[config.mk]
export PLATFORM = sky130hd
export DESIGN_NAME = instruction_fetch_flat
export DESIGN_NICKNAME = d
export VERILOG_FILES = /design/src/rtl/instruction_fetch_pkg.sv /design/src/rtl/instruction_fetch_if.sv /design/src/rtl/instruction_fetch_queue.sv /design/src/rtl/instruction_fetch.sv /design/src/flat_wrapper.sv
export SDC_FILE = /design/constraint.sdc
export NUM_CORES = 1
export LEC_CHECK = 0
export CORE_AREA = 4 4 120 151
export DETAILED_ROUTE_END_ITERATION = 16
export DIE_AREA = 0 0 124 155
export PLACE_DENSITY_LB_ADDON = 0.05
export SYNTH_ARGS = -nofsm -noshare
export SYNTH_HDL_FRONTEND = slang
export SYNTH_SLANG_ARGS = --single-unit
[constraint.sdc]
create_clock -name clock -period 15 [get_ports clock]
set_input_delay 3 -clock clock [delete_from_list [all_inputs] [get_ports clock]]
set_output_delay 3 -clock clock [all_outputs]
set_load 0.005 [all_outputs]
[src/rtl/instruction_fetch_pkg.sv]
// core_pkg: shared fetch-stage constants, FSM state type and BR opcode helper.
// Imported by the fetch interface, queue and top.
package core_pkg;

    localparam int PC_STEP = 4;
    localparam int INST_W  = 32;

    localparam logic [31:0] BR_OPCODE = 32'hD600_0000;
    localparam logic [31:0] BR_MASK   = 32'hFFE0_0000;

    typedef enum logic [1:0] {
        BOOT,
        RUN,
        HOLD
    } fetch_state_e;

    function automatic logic is_br(input logic [31:0] ins);
        return (ins & BR_MASK) == BR_OPCODE;
    endfunction

endpackage

[src/rtl/instruction_fetch_if.sv]
// Fetch-stage bus: instruction ROM port plus the valid/ready handshake to decode.
// master = fetch stage, slave = ROM/decode side.
interface instruction_fetch_if;
    import core_pkg::*;

    logic [31:0]       rom_address;
    logic              rom_chip_select;
    logic              rom_output_enable;
    logic [63:0]       rom_data;

    logic              inst_valid;
    logic              inst_ready;
    logic [INST_W-1:0] inst;
    logic [31:0]       inst_pc;

    modport master (
        output rom_address,
        output rom_chip_select,
        output rom_output_enable,
        input  rom_data,
        output inst_valid,
        output inst,
        output inst_pc,
        input  inst_ready
    );

    modport slave (
        input  rom_address,
        input  rom_chip_select,
        input  rom_output_enable,
        output rom_data,
        input  inst_valid,
        input  inst,
        input  inst_pc,
        output inst_ready
    );

endinterface

[src/rtl/instruction_fetch_queue.sv]
// fetch_queue: circular buffer of {pc, inst}; flush wins over push/pop.
// Depth must be a power of two so the pointers wrap naturally.
module fetch_queue #(
    parameter int DEPTH = 2,
    parameter int W     = 64
) (
    input  logic                       clk,
    input  logic                       rst,
    input  logic                       push_i,
    input  logic                       pop_i,
    input  logic                       flush_i,
    input  logic [W-1:0]               data_i,
    output logic                       full_o,
    output logic                       empty_o,
    output logic [$clog2(DEPTH+1)-1:0] count_o,
    output logic [W-1:0]               head_o
);

    localparam int PW = $clog2(DEPTH);
    localparam int CW = $clog2(DEPTH + 1);

    logic [W-1:0]  mem_q [DEPTH];
    logic [PW-1:0] head_q;
    logic [PW-1:0] tail_q;
    logic [CW-1:0] count_q;
    logic          do_pop;

    assign do_pop  = pop_i & !empty_o;
    assign empty_o = (count_q == '0);
    assign full_o  = (count_q == CW'(DEPTH));
    assign count_o = count_q;
    assign head_o  = mem_q[head_q];

    always_ff @(posedge clk or posedge rst) begin
        if (rst) begin
            head_q  <= '0;
            tail_q  <= '0;
            count_q <= '0;
            for (int i = 0; i < DEPTH; i++) begin
                mem_q[i] <= '0;
            end
        end else if (flush_i) begin
            head_q  <= '0;
            tail_q  <= '0;
            count_q <= '0;
        end else begin
            if (push_i) begin
                mem_q[tail_q] <= data_i;
                tail_q        <= tail_q + PW'(1);
            end
            if (do_pop) begin
                head_q <= head_q + PW'(1);
            end
            count_q <= count_q + CW'(push_i) - CW'(do_pop);
        end
    end

endmodule

[src/rtl/instruction_fetch.sv]
// instruction_fetch: PC, ROM control and instruction queue toward decode.
// Define FETCH_PERF_CNT_EN to add the fetch_count performance counter port.
module instruction_fetch
    import core_pkg::*;
#(
    parameter logic [31:0] RESET_PC    = 32'h0000_0000,
    parameter int          QUEUE_DEPTH = 2
) (
    input  logic                 clock,
    input  logic                 reset,
    instruction_fetch_if.master  bus,
    input  logic                 redirect_valid,
    input  logic [31:0]          redirect_target
`ifdef FETCH_PERF_CNT_EN
    ,
    output logic [31:0]          fetch_count
`endif
);

    localparam int CW = $clog2(QUEUE_DEPTH + 1);

    fetch_state_e      state_q;
    fetch_state_e      state_d;
    logic [31:0]       pc_q;
    logic [31:0]       pc_d;
    logic              pop;
    logic              fetch_en;
    logic              q_full;
    logic              q_empty;
    logic [CW-1:0]     q_count;
    logic [2*INST_W-1:0] q_head;
    logic              unused_rom_hi;

    assign pop      = bus.inst_valid & bus.inst_ready;
    assign fetch_en = (state_q != BOOT) & !redirect_valid
                    & ((int'(q_count) < QUEUE_DEPTH) | pop);

    assign bus.rom_address       = pc_q;
    assign bus.rom_chip_select   = fetch_en;
    assign bus.rom_output_enable = fetch_en;
    assign bus.inst_valid        = !q_empty;
    assign bus.inst_pc           = q_head[2*INST_W-1:INST_W];
    assign bus.inst              = q_head[INST_W-1:0];
    assign unused_rom_hi         = ^bus.rom_data[63:32];

    fetch_queue #(
        .DEPTH (QUEUE_DEPTH),
        .W     (2 * INST_W)
    ) u_queue (
        .clk     (clock),
        .rst     (reset),
        .push_i  (fetch_en),
        .pop_i   (pop),
        .flush_i (redirect_valid),
        .data_i  ({pc_q, bus.rom_data[INST_W-1:0]}),
        .full_o  (q_full),
        .empty_o (q_empty),
        .count_o (q_count),
        .head_o  (q_head)
    );

    always_ff @(posedge clock or posedge reset) begin
        if (reset) begin
            state_q <= BOOT;
            pc_q    <= RESET_PC;
        end else begin
            state_q <= state_d;
            pc_q    <= pc_d;
        end
    end

    always_comb begin
        state_d = state_q;
        pc_d    = pc_q;
        unique case (state_q)
            BOOT: state_d = RUN;
            RUN: begin
                if (!redirect_valid && q_full && !pop) state_d = HOLD;
            end
            HOLD: begin
                if (pop || redirect_valid) state_d = RUN;
            end
            default: state_d = BOOT;
        endcase
        // redirect outranks the sequential increment
        if (redirect_valid) begin
            pc_d = {redirect_target[31:2], 2'b00};
        end else if (fetch_en) begin
            pc_d = pc_q + 32'(PC_STEP);
        end
    end

`ifdef FETCH_PERF_CNT_EN
    logic [31:0] fetch_count_q;

    always_ff @(posedge clock or posedge reset) begin
        if (reset) begin
            fetch_count_q <= '0;
        end else if (fetch_en) begin
            fetch_count_q <= fetch_count_q + 32'd1;
        end
    end

    assign fetch_count = fetch_count_q;
`endif

endmodule
[src/flat_wrapper.sv]
// flat-port wrapper written by rule: the top's interface ports become plain ports
module instruction_fetch_flat import core_pkg::*;
#(
    parameter logic [31:0] RESET_PC    = 32'h0000_0000,
    parameter int          QUEUE_DEPTH = 2
)
  (clock, reset, redirect_valid, redirect_target, bus_rom_address, bus_rom_chip_select, bus_rom_output_enable, bus_rom_data, bus_inst_valid, bus_inst, bus_inst_pc, bus_inst_ready);
  instruction_fetch_if bus_i ();
  input  logic clock;
  input  logic reset;
  input  logic redirect_valid;
  input  logic [31:0] redirect_target;
  output wire logic [$bits(bus_i.rom_address)-1:0] bus_rom_address;
  output wire logic [$bits(bus_i.rom_chip_select)-1:0] bus_rom_chip_select;
  output wire logic [$bits(bus_i.rom_output_enable)-1:0] bus_rom_output_enable;
  input wire logic [$bits(bus_i.rom_data)-1:0] bus_rom_data;
  output wire logic [$bits(bus_i.inst_valid)-1:0] bus_inst_valid;
  output wire logic [$bits(bus_i.inst)-1:0] bus_inst;
  output wire logic [$bits(bus_i.inst_pc)-1:0] bus_inst_pc;
  input wire logic [$bits(bus_i.inst_ready)-1:0] bus_inst_ready;
  assign bus_rom_address = bus_i.rom_address;
  assign bus_rom_chip_select = bus_i.rom_chip_select;
  assign bus_rom_output_enable = bus_i.rom_output_enable;
  assign bus_i.rom_data = bus_rom_data;
  assign bus_inst_valid = bus_i.inst_valid;
  assign bus_inst = bus_i.inst;
  assign bus_inst_pc = bus_i.inst_pc;
  assign bus_i.inst_ready = bus_inst_ready;
  instruction_fetch #(.RESET_PC(RESET_PC), .QUEUE_DEPTH(QUEUE_DEPTH)) u_core (.clock(clock), .reset(reset), .bus(bus_i), .redirect_valid(redirect_valid), .redirect_target(redirect_target));
endmodule
==> results.py, run 1 <==
metrics = {
    "cts": {
        "cts_max_path_buffers": 2,
        "cts_tree": "built",
        "htree_levels": 4,
        "clk_pin_slew_ns": 0.06,
        "clock-sinks": 160,
        "cts_setup_buffers": 0,
        "clockRootBuffer": "clkbuf_16",
        "cts_resized": 0,
        "cts_buffers": 17,
        "clock_latency_ns": 0.42,
        "cts_hold_buf": 0,
    },
    "route": {
        "ant_nets": 0,
        "drcViolationCount": 0,
        "drt_wl_total_mm": 17.03,
        "wl_per_cell_um": 17.79,
        "dr.pass1.iters": 5,
        "avgViaCountPerCell": 5.229,
        "drt_iter0_markers": 267,
        "num_vias": 5004,
    },
    "outcome": {
        "outcome": "finished clean",
    },
    "global_routing": {
        "grt_pass1_vias": 5446,
        "grt_remaining_overflow": 0,
        "grt_pass1_wl_mm": 27.70,
        "grt_max_degree": 116,
        "antenna_found_initial": 0,
        "grt_usage": 0.1852,
    },
    "critical_path": {
        "r2r_setup_slack_ns": 12.21,
        "reg2reg_to": "u_core.u_queue.mem_q[68]",
        "cp_max_fo": 4,
        "critPathCaptureType": "output port",
        "cp.arrival_ns": 4.66,
        "start_kind": "input port",
        "reg2reg_from": "u_core.u_queue.count_o[1]",
        "crit_required_ns": 12.00,
        "critical_path_class": "in2out",
        "worstRegToRegCells": 5,
    },
    "synth": {
        "synth_ff_type": "dfrtp_1",
        "yosysWarnings": 0,
        "synth_edf_count": 0,
        "ys_ff_latch": 160,
        "seq_area_frac_synth": 0.5390,
        "netlist_area_mm2": 0.007428,
        "synthesis.instances": 571,
        "synth_area_per_cell_um2": 13.01,
        "synth.distinct_cells": 43,
        "synthArstFlopShare": 1.000,
    },
    "layout": {
        "synthToLayoutAreaGrowth_pct": 31.24,
        "final_common_cell": "mux2_2",
        "final_nets": 828,
        "num_antenna_cells": 0,
        "final_layout_size_suffix_gt1_frac": 0.3189,
        "final_cell_mix": "mux2_2, clkdlybuf4s50_1, dfrtp_1, nand2_1, o21ai_0",
    },
    "place": {
        "globalplace.congestion": 0.7519,
        "portBuffers": 160,
        "hpwl_mm": 11.49,
    },
    "sta": {
        "hold_violations": 0,
        "post-route-period-util": 0.5107,
        "tns_ns": 0,
        "rsz0062_at_grt": "false",
        "finClkSkew_ns": 0.007029,
        "relSlewSlack": 0.2994,
        "worstMarginPinSlew_ns": 1.051,
        "setup_viol_count_final": 0,
        "finalCriticalPeriod_ns": 7.660,
        "fmax_mhz": 130.5,
        "hold_ws_ns": 0.5014,
        "final-max-slew-violation-count": 0,
    },
    "min_path": {
        "whs_path_depth": 1,
        "whs_endpoint": "u_core.u_queue.mem_q[61]",
        "hp-class": "reg2reg",
        "min_from": "u_core.u_queue.mem_q[61]",
    },
    "power_and_ir_drop": {
        "leakagePower_uw": 0.003922,
        "ir_drop_mv": 0.07719,
        "p_per_area_mw_per_mm2": 194.6,
    },
    "die": {
        "die_h_um": 155,
        "core_mm2": 0.01664,
        "num_rows": 53,
        "initial_core_util": 0.4463,
        "die_w_um": 124,
        "io_pins": 199,
        "die_area_mm2": 0.01922,
    },
    "run": {
        "maxCapViolations": 0,
    },
}
-- metrics by stage --
stage	instance area (um2)	setup WS (ns)	total power, uW	utilization	cells
5_1_grt	9749	7.243	2022	0.5857	957
4_1_cts	9749	7.324	1924	0.5857	957
3_5_place_dp	9203	7.337	1514	0.5529	926
2_1_floorplan	7440	7.680	1141	-	574
3_3_place_gp	9203	7.336	1486	0.5529	926
6_report	9749	7.340	1897	0.5857	957
-- synthesized netlist by cell type (4+ instances only) --
master	number	area [um2]
a22oi_1	4	30.03
a31oi_1	4	25.02
buf_1	5	18.77
buf_2	14	70.07
buf_4	5	37.54
clkbuf_1	9	33.78
dfrtp_1	160	4004
inv_1	6	22.52
mux2_2	187	2106
mux2i_1	4	40.04
nand2_1	36	135.1
nand3_1	9	45.04
nand4_1	10	62.56
nor2_1	19	71.32
nor2b_1	6	37.54
nor3_1	8	40.04
o21ai_0	26	130.1
xnor2_1	13	113.9
xor2_1	11	96.34
-- cell families after synthesis --
kind of cell    count (synthesis)  share of synthesized area
flops                         160                     0.5390
simple gates                  113                    0.08270
mux                           191                     0.2889
compound gates                 39                    0.03049
buf+inv                        40                    0.02510
other cells                     1                  0.0005048
fa+ha+maj                       3                   0.005054
xor+xnor                       24                    0.02830
-- routing by layer --
metal	up-vias	wire length, um	track usage	share of wire
met2	128	8729	0.3176	0.51
met3	27	837	0.04000	0.049
met1	2530	7111	0.2259	0.42
met4	0	348	0.07203	0.020
met5	-	0	0	0
li1	2319	-	-	-
-- state kept, by name, summed over array words and instances (netlist names) --
signal and flops:
u_core.bus.rom_address 30, u_core.u_queue.mem_q 124, u_core.u_queue.tail_q 1, u_core.u_queue.head_q 1, u_core.u_queue.count_o 2, u_core.state_q 2
-- layout make-up --
cell class	count	area [um2]
clock buffer	19	432.9
clock inverter	12	113.9
fill	1432	6895
inverter	7	31.28
multi-input combinational	374	3257
sequential	160	4005
tap	220	275.3
timing repair buffer	165	1634
-- critical path, cell delays in order --
cell,delay (ns)
clkdlybuf4s50_1,0.50
nand2b_1,0.19
o21ai_0,0.20
nor2_1,0.22
clkdlybuf4s50_1,0.54
-- worst max path at each step --
| stage | start | to | slack [ns] | depth (start not counted) |
|---|---|---|---|---|
| 3_5_place_dp | bus_inst_ready | bus_rom_chip_select | 7.34 | 5 |
| 4_1_cts | bus_inst_ready | bus_rom_chip_select | 7.32 | 5 |
| 2_1_floorplan | reset | u_core.bus.rom_address[10] | 7.68 | 1 |
| 5_1_grt | bus_inst_ready | bus_rom_chip_select | 7.24 | 5 |
| 3_3_place_gp | bus_inst_ready | bus_rom_chip_select | 7.34 | 5 |
| 6_report | bus_inst_ready | bus_rom_chip_select | 7.34 | 5 |
-- report_power, final --
part           internal [uW]  switching, uW  leakage, uW
registers                616            108      0.00189
logic                    510            261      0.00177
clock network            229            173     0.000261
total                   1350            542      0.00392
Power figures use the tool's default switching activity.
==> inputs of run 2 (changes only) <==
--- a/config.mk
+++ b/config.mk
@@ -5,9 +5,9 @@
 export SDC_FILE = /design/constraint.sdc
 export NUM_CORES = 1
 export LEC_CHECK = 0
-export CORE_AREA = 4 4 120 151
+export CORE_AREA = 4 4 122 153
 export DETAILED_ROUTE_END_ITERATION = 16
-export DIE_AREA = 0 0 124 155
+export DIE_AREA = 0 0 126 157
 export PLACE_DENSITY_LB_ADDON = 0.05
 export SYNTH_ARGS = -nofsm -noshare
 export SYNTH_HDL_FRONTEND = slang
==> constraint.sdc (replaced) <==
create_clock -name clock -period 6.5 [get_ports clock]
set_input_delay 1.3 -clock clock [delete_from_list [all_inputs] [get_ports clock]]
set_output_delay 1.3 -clock clock [all_outputs]
set_load 0.005 [all_outputs]
==> run 2 against run 1 <==
Net effect: utilization is 2.1 points lower; clock power is 130% higher; total power is 130% higher; global-route usage is 0.75 points lower; non-clock buffer count is 1 higher; flip-flop and latch count stayed put; largest power group unchanged; first-iteration DRC count is 29% lower; worst setup slack worse by 5.1 ns; critical path depth stayed put; final cell count is 0.52% higher; critical endpoint is now bus_rom_output_enable.
==> results.py, run 2 (synthesis results as in run 1) <==
metrics = {
    "outcome": {
        "outcome": "finished clean",
    },
    "layout": {
        "final_nets": 829,
        "postLayoutCoreUtil": 0.5651,
        "fin_area_mm2": 0.009774,
        "largest_reg_flops": 124,
        "num_antenna_cells": 0,
        "regMostFlops": "u_core.u_queue.mem_q",
        "synthToLayoutAreaGrowth_pct": 31.58,
        "final_cell_mix": "mux2_2, clkdlybuf4s50_1, dfrtp_1, nand2_1, o21ai_0",
        "final_common_cell": "mux2_2",
        "fill_cells": 1483,
        "final_layout_size_suffix_gt1_frac": 0.3198,
    },
    "power_and_ir_drop": {
        "sw_frac_of_total": 0.2812,
        "p_clk_frac": 0.214,
        "internal_power_uw": 3154,
        "combPwrFrac": 0.402,
        "p_switching_uw": 1234,
        "ir_drop_mv": 0.2122,
        "power_frac_seq": 0.384,
        "leakagePower_uw": 0.003922,
        "p_per_area_mw_per_mm2": 449.0,
    },
    "sta": {
        "finClkSkew_ns": 0.006422,
        "hold_violations": 0,
        "rsz0062_at_grt": "false",
        "worstMarginPinSlew_ns": 1.110,
        "post-route-period-util": 0.6599,
        "relSlewSlack": 0.2603,
        "tns_ns": 0,
        "setup_viol_count_final": 0,
        "final-max-slew-violation-count": 0,
        "finalCriticalPeriod_ns": 4.289,
        "fmax_mhz": 233.2,
    },
    "route": {
        "drt_wl_total_mm": 17.32,
        "drt_iter0_markers": 190,
        "avgViaCountPerCell": 5.218,
        "num_vias": 5020,
        "dr.pass1.iters": 4,
        "wl_per_cell_um": 18.00,
        "drcViolationCount": 0,
        "ant_nets": 0,
    },
    "critical_path": {
        "critical_path_class": "in2out",
        "r2r_setup_slack_ns": 3.71,
        "reg2reg_to": "u_core.u_queue.mem_q[15]",
        "cp.arrival_ns": 2.99,
        "critPathCaptureType": "output port",
        "crit_required_ns": 5.20,
        "worstRegToRegCells": 5,
        "reg2reg_from": "u_core.u_queue.count_o[1]",
        "start_kind": "input port",
        "cp_max_fo": 4,
    },
    "die": {
        "die_area_mm2": 0.01978,
        "die_h_um": 157,
        "num_rows": 54,
        "core_mm2": 0.01730,
        "die_w_um": 126,
        "initial_core_util": 0.4295,
        "io_pins": 199,
    },
    "global_routing": {
        "grt_usage": 0.1777,
        "grt_max_degree": 123,
        "grt_pass1_wl_mm": 27.99,
        "grt_pass1_vias": 5480,
        "antenna_found_initial": 0,
        "grt_remaining_overflow": 0,
    },
    "cts": {
        "clock_latency_ns": 0.41,
        "cts_tree": "built",
        "cts_setup_buffers": 0,
        "clock-sinks": 160,
        "cts_hold_buf": 0,
        "htree_levels": 4,
        "clockRootBuffer": "clkbuf_16",
        "cts_buffers": 17,
        "cts_resized": 0,
        "cts_max_path_buffers": 2,
        "clk_pin_slew_ns": 0.06,
    },
    "min_path": {
        "hp-class": "reg2reg",
        "min_from": "u_core.u_queue.mem_q[36]",
        "whs_endpoint": "u_core.u_queue.mem_q[36]",
        "whs_path_depth": 1,
    },
    "place": {
        "portBuffers": 160,
        "place_area_mm2": 0.009215,
        "globalplace.congestion": 0.8028,
        "hpwl_mm": 11.52,
    },
    "run": {
        "maxCapViolations": 0,
    },
}
==> run 2: area by class of cell <==
type,count,area (um2),area share
Timing Repair Buffer,166,1642,0.1679
Clock inverter,9,85.08,0.008705
Multi-Input combinational cell,374,3257,0.3332
Clock buffer,22,474.2,0.04852
Tap cell,224,280.3,0.02867
Inverter,7,31.28,0.003200
Sequential cell,160,4005,0.4098
==> run 2: critical path: stages <==
cell	delay (ns)
clkdlybuf4s50_1	0.49
nand2b_1	0.19
o21ai_0	0.22
nor2_1	0.24
clkdlybuf4s50_1	0.54
==> run 2: through the flow <==
stage / cells / hold WS (ns) / power, uW / setup WS [ns]
6_report: 962 / 0.4997 / 4388 / 2.211
5_1_grt: 962 / 0.5104 / 4661 / 2.076
4_1_cts: 962 / 0.5056 / 4457 / 2.173
3_5_place_dp: 931 / 0.4916 / 3496 / 2.183
3_3_place_gp: 931 / 0.4829 / 3431 / 2.213
2_1_floorplan: 574 / 0.4749 / 2633 / 0.8801
==> run 2: worst max-delay path by stage <==
stage	to	cells past startpoint	start
2_1_floorplan	u_core.bus.rom_address[10]	1	reset
3_3_place_gp	bus_rom_chip_select	5	bus_inst_ready
3_5_place_dp	bus_rom_output_enable	5	bus_inst_ready
4_1_cts	bus_rom_output_enable	5	bus_inst_ready
5_1_grt	bus_rom_chip_select	5	bus_inst_ready
6_report	bus_rom_output_enable	5	bus_inst_ready
==> run 2: power groups by stage <==
stage          sequential (uW)  combinational, uW  clock, uW
4_1_cts                   1690               1800        965
5_1_grt                   1740               1910       1000
6_report                  1690               1760        937
3_5_place_dp              1710               1790          0
3_3_place_gp              1670               1760          0
2_1_floorplan             1600               1030          0
==> run 2: routing by layer <==
metal | track usage | share of wire
met3 | 0.04345 | 0.045
met2 | 0.3081 | 0.52
met4 | 0.07307 | 0.022
met5 | 0 | 0
met1 | 0.2126 | 0.42
==> inputs of run 3 (changes only) <==
==> constraint.sdc (replaced) <==
create_clock -name clock -period 3.94 [get_ports clock]
set_input_delay 0.788 -clock clock [delete_from_list [all_inputs] [get_ports clock]]
set_output_delay 0.788 -clock clock [all_outputs]
set_load 0.005 [all_outputs]
==> run 3 against run 2 <==
Net effect: clock skew grew 0.0033 ns; die area is the same; count of clock-buffer cells in the layout down 2; final area grew 0.67%; worst setup slack worse by 1.6 ns; routed wire length fell by 0.83%; critical path depth is the same; critical endpoint is now bus_rom_chip_select.
==> results.py, run 3 (synthesis results as in run 1) <==
metrics = {
    "cts": {
        "htree_levels": 4,
        "cts_buffers": 17,
        "clock-sinks": 160,
        "cts_resized": 0,
        "cts_setup_buffers": 0,
        "clockRootBuffer": "clkbuf_16",
        "clk_pin_slew_ns": 0.06,
        "cts_hold_buf": 0,
        "cts_tree": "built",
        "clock_latency_ns": 0.41,
        "cts_max_path_buffers": 2,
    },
    "min_path": {
        "min_from": "u_core.u_queue.mem_q[103]",
        "hp-class": "reg2reg",
        "whs_endpoint": "u_core.u_queue.mem_q[103]",
        "whs_path_depth": 1,
    },
    "sta": {
        "finalCriticalPeriod_ns": 3.289,
        "worstMarginPinSlew_ns": 0.9043,
        "finClkSkew_ns": 0.009728,
        "post-route-period-util": 0.8347,
        "rsz0062_at_grt": "false",
        "final-max-slew-violation-count": 0,
        "relSlewSlack": 0.3971,
        "tns_ns": 0,
        "fmax_mhz": 304.1,
        "hold_violations": 0,
        "setup_viol_count_final": 0,
    },
    "critical_path": {
        "cp_max_fo": 4,
        "reg2reg_from": "u_core.u_queue.count_o[1]",
        "critPathCaptureType": "output port",
        "cp.arrival_ns": 2.50,
        "crit_required_ns": 3.15,
        "worstRegToRegCells": 5,
        "reg2reg_to": "u_core.u_queue.mem_q[11]",
        "start_kind": "input port",
        "critical_path_class": "in2out",
        "r2r_setup_slack_ns": 1.55,
    },
    "die": {
        "num_rows": 54,
        "die_area_mm2": 0.01978,
        "die_w_um": 126,
        "initial_core_util": 0.4295,
        "io_pins": 199,
        "die_h_um": 157,
        "core_mm2": 0.01730,
    },
    "route": {
        "drt_wl_total_mm": 17.18,
        "num_vias": 5058,
        "top_layer": "met4",
        "wl_met1_mm": 7.284,
        "ant_nets": 0,
        "avgViaCountPerCell": 5.247,
        "wl_per_cell_um": 17.82,
        "drt_iter0_markers": 192,
        "wl_met2_mm": 8.718,
        "dr_wl_met3_um": 779,
        "drcViolationCount": 0,
        "dr.pass1.iters": 6,
    },
    "outcome": {
        "outcome": "finished clean",
    },
    "place": {
        "globalplace.congestion": 0.7926,
        "hpwl_mm": 11.61,
        "portBuffers": 160,
        "numPlacedInstances": 934,
    },
    "layout": {
        "num_antenna_cells": 0,
        "final_layout_size_suffix_gt1_frac": 0.3203,
        "synthToLayoutAreaGrowth_pct": 32.46,
        "final_nets": 832,
        "final_cell_mix": "mux2_2, clkdlybuf4s50_1, dfrtp_1, nand2_1, o21ai_0",
        "largest_reg_flops": 124,
        "postLayoutCoreUtil": 0.5689,
        "regMostFlops": "u_core.u_queue.mem_q",
        "fin_cells": 964,
        "final_common_cell": "mux2_2",
    },
    "global_routing": {
        "grt_usage": 0.1771,
        "grt_remaining_overflow": 0,
        "grt_pass1_wl_mm": 28.17,
        "grt_max_degree": 161,
        "grt_pass1_vias": 5410,
        "antenna_found_initial": 0,
    },
    "run": {
        "maxCapViolations": 0,
    },
    "power_and_ir_drop": {
        "p_per_area_mw_per_mm2": 740.3,
        "ir_drop_mv": 0.2938,
        "leakagePower_uw": 0.003957,
    },
}
==> run 3: changes by cell type in the layout (fill, tap and decap cells not counted), sizes merged <==
cell / before / now
bufinv: 1 / 2
inv: 6 / 5
clkbuf: 22 / 20
buf: 7 / 10
clkinv: 3 / 7
clkinvlp: 6 / 3
==> run 3: critical path, stage by stage <==
cell,delay [ns]
clkdlybuf4s50_1,0.50
nand2b_1,0.20
o21ai_0,0.22
nor2_1,0.24
clkdlybuf4s50_1,0.54
==> run 3: area by class of cell <==
cell class	count	area, um2
clock buffers	20	436.7
clock inverters	10	116.4
fillers	1526	7457
inverters	7	30.03
multi-input cells	374	3257
flip-flops and latches	160	4005
well taps	224	280.3
repair buffers	169	1714
==> run 3: report_power, final <==
part | total (uW) | switching [uW] | internal (uW)
Sequential | 2770 | 421 | 2350
Combinational | 2960 | 982 | 1980
Clock | 1560 | 632 | 924
Total | 7280 | 2030 | 5250
==> run 3: per-layer routing <==
metal / track usage / vias up
li1: - / 2333
met3: 0.04311 / 24
met2: 0.3015 / 122
met5: 0 / -
met1: 0.2181 / 2579
met4: 0.06949 / 0
==> run 3: through the flow <==
| stage | hold WS [ns] | total power, uW | worst slack, ns | area [um2] |
|---|---|---|---|---|
| global route | 0.5110 | 7745 | 0.5068 | 9839 |
| CTS | 0.5057 | 7403 | 0.6166 | 9839 |
| finish | 0.5012 | 7284 | 0.6511 | 9839 |
| detailed placement | 0.4898 | 5809 | 0.6323 | 9286 |
| global placement | 0.4829 | 5701 | 0.6588 | 9286 |
| floorplan | 0.4749 | 4344 | 1.123 | 7443 |
==> run 3: worst max-delay path by stage <==
stage | startpoint | endpoint | slack [ns]
global placement | bus_inst_ready | bus_rom_chip_select | 0.66
finish | bus_inst_ready | bus_rom_chip_select | 0.65
detailed placement | bus_inst_ready | bus_rom_chip_select | 0.63
CTS | bus_inst_ready | bus_rom_chip_select | 0.62
floorplan | reset | u_core.bus.rom_address[10] | 1.12
global route | bus_inst_ready | bus_rom_output_enable | 0.51
